## src/rtl/uart_rx_pkg.sv

```systemverilog
// uart_rx_pkg: shared types and width helpers for the buffered UART receiver
package uart_rx_pkg;
    typedef enum logic [2:0] {IDLE, START, DATA, PARITY, STOP} rx_state_t;
    typedef struct packed {
        logic framing;
        logic parity;
        logic overrun;
    } rx_err_t;
    localparam int BIT_CNT_W = 4;
    function automatic int ptr_w(input int depth);
        return $clog2(depth);
    endfunction
    function automatic int lvl_w(input int depth);
        return $clog2(depth) + 1;
    endfunction
endpackage

```

## src/rtl/sync_fifo_fwft.sv

```systemverilog
// sync_fifo_fwft: show-ahead FIFO; a push while full is accepted only alongside a pop
module sync_fifo_fwft
    import uart_rx_pkg::*;
#(
    parameter int WIDTH = 8,
    parameter int DEPTH = 8
) (
    input  logic                     clk,
    input  logic                     rst_n,
    input  logic                     push,
    input  logic [WIDTH-1:0]         wdata,
    input  logic                     pop,
    output logic [WIDTH-1:0]         rdata,
    output logic                     full,
    output logic                     empty,
    output logic [lvl_w(DEPTH)-1:0]  level
);
    localparam int PW = ptr_w(DEPTH);
    localparam int LW = lvl_w(DEPTH);
    logic [WIDTH-1:0] mem [DEPTH];
    logic [PW-1:0] wp, rp;
    logic do_push, do_pop;
    assign empty   = level == '0;
    assign full    = level == LW'(DEPTH);
    assign do_pop  = pop && !empty;
    assign do_push = push && (!full || do_pop);
    assign rdata   = empty ? '0 : mem[rp];
    always_ff @(posedge clk)
        if (do_push) mem[wp] <= wdata;
    always_ff @(posedge clk or negedge rst_n) begin
        if (!rst_n) begin
            wp    <= '0;
            rp    <= '0;
            level <= '0;
        end else begin
            wp    <= wp + PW'(do_push);
            rp    <= rp + PW'(do_pop);
            level <= level + LW'(do_push) - LW'(do_pop);
        end
    end
endmodule

```

## src/rtl/uart_rx_buffered.sv

```systemverilog
// uart_rx_buffered: oversampling UART receiver with parity, sticky errors and an RX FIFO
module uart_rx_buffered
    import uart_rx_pkg::*;
#(
    parameter int DATA_BITS  = 8,
    parameter int OVERSAMPLE = 16,
    parameter int FIFO_DEPTH = 8,
    parameter int DIV_W      = 16
) (
    input  logic                          clk,
    input  logic                          rst_n,
    input  logic                          en,
    input  logic [DIV_W-1:0]              clk_divider,
    input  logic                          parity_en,
    input  logic                          parity_odd,
    input  logic                          sin,
    input  logic                          rd_en,
    input  logic                          clr_err,
    output logic [DATA_BITS-1:0]          rx_data,
    output logic                          rx_data_valid,
    output logic [$clog2(FIFO_DEPTH):0]   fifo_level,
    output logic                          receiver_busy,
    output logic                          err_framing,
    output logic                          err_parity,
    output logic                          err_overrun
);
    localparam int SW = $clog2(OVERSAMPLE);
    rx_state_t state;
    rx_err_t err, set;
    logic [2:0] sync;
    logic [DIV_W-1:0] cnt;
    logic [SW-1:0] s;
    logic [BIT_CNT_W-1:0] nb;
    logic [DATA_BITS-1:0] sh;
    logic s_in, fall, tick, mid, smp, bad, par_bad, done, full, empty;
    // sync[1] is the synchronised input, sync[2] its previous value for edge detect
    assign s_in = sync[1];
    assign fall = sync[2] && !sync[1];
    assign receiver_busy = state != IDLE;
    assign tick = en && receiver_busy && cnt == clk_divider;
    assign mid  = tick && s == SW'(OVERSAMPLE/2 - 1);
    assign smp  = tick && s == SW'(OVERSAMPLE - 1);
    assign set  = {state == STOP && smp && !s_in, done && par_bad, done && !bad && full && !rd_en};
    assign rx_data_valid = !empty;
    assign {err_framing, err_parity, err_overrun} = err;
    always_ff @(posedge clk or negedge rst_n)
        if (!rst_n) sync <= '1;
        else sync <= {sync[1:0], sin};
    always_ff @(posedge clk or negedge rst_n)
        if (!rst_n) cnt <= '0;
        else cnt <= (!tick && receiver_busy && en) ? cnt + 1'b1 : '0;
    always_ff @(posedge clk or negedge rst_n) begin
        if (!rst_n) begin
            state   <= IDLE;
            s       <= '0;
            nb      <= '0;
            sh      <= '0;
            bad     <= 1'b0;
            par_bad <= 1'b0;
            done    <= 1'b0;
        end else if (!en) begin
            state <= IDLE;
            done  <= 1'b0;
        end else begin
            done <= 1'b0;
            if (tick) s <= smp || mid && state == START ? '0 : s + 1'b1;
            case (state)
                IDLE: if (fall) begin
                    state   <= START;
                    s       <= '0;
                    nb      <= '0;
                    bad     <= 1'b0;
                    par_bad <= 1'b0;
                end
                START: if (mid) state <= s_in ? IDLE : DATA;
                DATA: if (smp) begin
                    sh <= {s_in, sh[DATA_BITS-1:1]};
                    nb <= nb + 1'b1;
                    if (nb == BIT_CNT_W'(DATA_BITS - 1)) state <= parity_en ? PARITY : STOP;
                end
                PARITY: if (smp) begin
                    par_bad <= s_in != (^sh ^ parity_odd);
                    state   <= STOP;
                end
                STOP: if (smp) begin
                    bad   <= par_bad || !s_in;
                    done  <= 1'b1;
                    state <= IDLE;
                end
                default: state <= IDLE;
            endcase
        end
    end
    // a set event in the same cycle as clr_err wins
    always_ff @(posedge clk or negedge rst_n)
        if (!rst_n) err <= '0;
        else err <= (err & ~{3{clr_err}}) | set;
    sync_fifo_fwft #(.WIDTH(DATA_BITS), .DEPTH(FIFO_DEPTH)) u_fifo (
        .clk   (clk),
        .rst_n (rst_n),
        .push  (done && !bad),
        .wdata (sh),
        .pop   (rd_en),
        .rdata (rx_data),
        .full  (full),
        .empty (empty),
        .level (fifo_level)
    );
endmodule

```

## config.mk

```make
export PLATFORM = sky130hd
export DESIGN_NAME = uart_rx_buffered
export DESIGN_NICKNAME = d
export VERILOG_FILES = /design/src/rtl/uart_rx_pkg.sv /design/src/rtl/sync_fifo_fwft.sv /design/src/rtl/uart_rx_buffered.sv
export SDC_FILE = /design/constraint.sdc
export NUM_CORES = 1
export LEC_CHECK = 0
export ABC_AREA = 0
export CORE_MARGIN = 2
export CORE_UTILIZATION = 38
export DETAILED_ROUTE_END_ITERATION = 16
export DONT_BUFFER_PORTS = 1
export PLACE_DENSITY_LB_ADDON = 0.3
export RECOVER_POWER = 25
export SLEW_MARGIN = 20
export SYNTH_ARGS = -nofsm -noshare
export SYNTH_HDL_FRONTEND = slang
export SYNTH_SLANG_ARGS = --single-unit
```

## constraint.sdc

```tcl
create_clock -name clk -period 3.85 [get_ports clk]
set_clock_uncertainty 0.05 [all_clocks]
set_input_delay 0.77 -clock clk [delete_from_list [all_inputs] [get_ports clk]]
set_output_delay 0.77 -clock clk [all_outputs]
set_load 0.01 [all_outputs]
```

==> flow_summary.yaml <==
clock_network:
  cts_resized: 0
  clk_pin_slew_ps: 60
  h-tree-depth: 4
  cts_tree: "done"
  clk_path_buf_depth: 2
  clockRootBuffer: "clkbuf_16"
  cts_sinks: 118
  cts_buffers: 17
  clkLatencyLatePin_ps: 410
run:
  cap_violations: 1
finish:
  final_area_um2: 6142
  final_layout_size_suffix_gt1_frac: 0.1569
  final-instance-count-excl-fill: 607
  multi_input_area_um2: 1961
  fill_cells: 1255
  nets: 452
  final-seq-area_um2: 3277
  antenna_cells: 0
  syn2layout_area_growth_pct: 14.08
setup_path:
  cp-end-kind: "output pin"
  critical_path.slowest_cell: "dfrtp_1"
  cp_cell_sequence: "buf_4 -> mux4_2 -> mux2i_1 -> nor2_1"
  timing_worst_setup_path_type: "reg -> out"
  crit_fanout: 10
  cp-start-kind: "flop"
  required_ps: 3030
  cpPeakStageDelay_ps: 690
  cp.arrival_ps: 2240
global_route:
  grt_pass1_vias: 3310
  antenna_found_initial: 0
  use_met1: 0.1748
  grt_pass1_wl_um: 16410
  use_met3: 0.04613
  grt_start_max_net_pins: 52
  grt_use_met2: 0.2365
  overflow: 0
  track_usage: 0.1419
  grt.busiest_layer: "met2"
synthesis:
  avgSynthCellArea_um2: 13.36
  synth_warnings: 0
  synth_nets: 441
  synthDistinctLibCells: 47
  synth_fa_ha_area_frac: 0.03393
  synth_top_family_by_area: "simple AND/OR/NAND/NOR gates"
  synth_cells: 403
  ys_ff_latch: 118
  synth_mux_area_frac: 0.1025
  synthArstFlopShare: 0.4576
  synth-simple-area-share: 0.1074
  synthesis.area_um2: 5384
  synth-edff-count: 64
  yosysSeqAreaShare: 0.6086
  synth_compound_area_frac: 0.05043
  synth-main-ff-cell: "edfxtp_1"
  synth_xor_xnor_area_share: 0.06995
routing:
  first_pass_iters: 4
  drc_errors: 0
  antenna_left: 0
  drt-total-wl_um: 9678
  drt_iter0_drc: 176
  wl_per_cell_um: 15.94
  drt-vias-per-instance: 5.165
  route.vias.total: 3135
floorplanning:
  io_pins: 41
  fp.dieW_um: 123.0
  core_um2: 13880
  die_y_um: 123.0
  num_rows: 43
  die-area_um2: 15140
  start_util: 0.3879
sta:
  slew_headroom: -0.8339
  rsz0062_at_grt: "false"
  setup_viol: 0
  worst_slew_pin_slew_ps: 2751
  fin_setup_tns_ps: 0
  finalCriticalPeriod_ps: 3056
  post-route-period-util: 0.7938
  hold_violations: 0
  fmax_mhz: 327.2
  maxSlewViolCount: 52
placed_design:
  io_buffers: 0
  finalWeightedCongestion: 0.8257
  placed_cells: 574
  post-dp-hpwl_um: 6719
  placed_area_um2: 5579
status:
  failed_checks: "capacitance limit, slew limit"
  status: "finished, violations left"
power:
  vdd_drop_max_mv: 0.2905
  power_uw: 3298
  powerDensity_nw_per_um2: 536.9
  power.leakage_uw: 0.002532
min_path:
  min-delay-path-class: "in -> async"
placed cells by master, fill, tap and decap left out, drive strengths merged, types with 6 or more instances in the layout:
master,count
edfxtp,64
dfrtp,51
nor2,44
inv,32
xnor2,28
nand2,23
clkbuf,18
mux4,16
xor2,15
nand3,13
ha,13
mux2i,9
o21ai,9
nand4,9
mux2,9
a21oi,8
nand2b,6
state kept, by name, indices dropped and copies added, names as in the netlist:
name	flops
u_fifo.mem	64
cnt	16
sh	8
nb	4
s	4
u_fifo.level	4
state	3
sync	3
u_fifo.rp	3
u_fifo.wp	3
bad	1
done	1
err_framing	1
err_overrun	1
err_parity	1
par_bad	1
Yosys cell counts, types with 13 or more instances:
master    number  area share
inv_1         23       0.016
nand2_1       23       0.016
dfrtp_1       51        0.24
ha_1          13       0.030
xnor2_1       28       0.046
nor2_1        44       0.031
xor2_1        15       0.024
mux4_2        16       0.067
edfxtp_1      64        0.36
nand3_1       13       0.012
logic make-up after synthesis:
group | Yosys count
simple gates | 118
compound gates | 40
flops | 118
fa+ha+maj | 14
buf+inv | 36
mux | 34
xor+xnor | 43
worst paths after layout:
path	start	end	slack [ps]	cells after the start
hold / removal	rst_n	sync[0]	150	0
setup reg to reg	state[1]	nb[1]	1330	6
hold reg to reg	sync[0]	sync[1]	310	0
min in group clk	sin	sync[0]	310	0
max in group asynchronous	rst_n	nb[1]	1010	1
setup / recovery	u_fifo.rp[0]	rx_data[6]	790	4
through the flow:
stage	setup WS, ps	utilization	hold slack [ps]
2_1_floorplan	1231	-	295.2
3_3_place_gp	1184	0.4019	299.6
3_5_place_dp	1085	0.4019	298.4
4_1_cts	699.5	0.4442	132.3
5_1_grt	395.0	0.4425	126.7
6_report	794.0	0.4425	153.1
power breakdown:
part	internal [µW]	switching, µW
Sequential	1370	132
Combinational	175	151
Clock	849	620
final cells by class:
cell class	instances	area share
Timing Repair Buffer	5	0.005500
Clock buffer	17	0.06926
Inverter	23	0.01406
Sequential cell	118	0.5335
Clock inverter	15	0.02180
Multi-Input combinational cell	249	0.3192
Tap cell	180	0.03667
routing by layer:
layer | vias up | routed length, µm
li1 | 1479 | -
met4 | 0 | 95
met1 | 1573 | 4255
met2 | 73 | 4889
met5 | - | 0
met3 | 10 | 438
repair_timing:
item                      4_1_cts  5_1_grt
buffers inserted                0        0
hold endpoints to repair       51        0
hold buffers                    1        0
critical path, delay by kind of cell (launching register included):
kind	cells	cell delay, ps
buffers and inverters	1	320
DFF	1	690
muxes	2	710
and+or+nand+nor	1	100
Power figures use the tool's default switching activity.
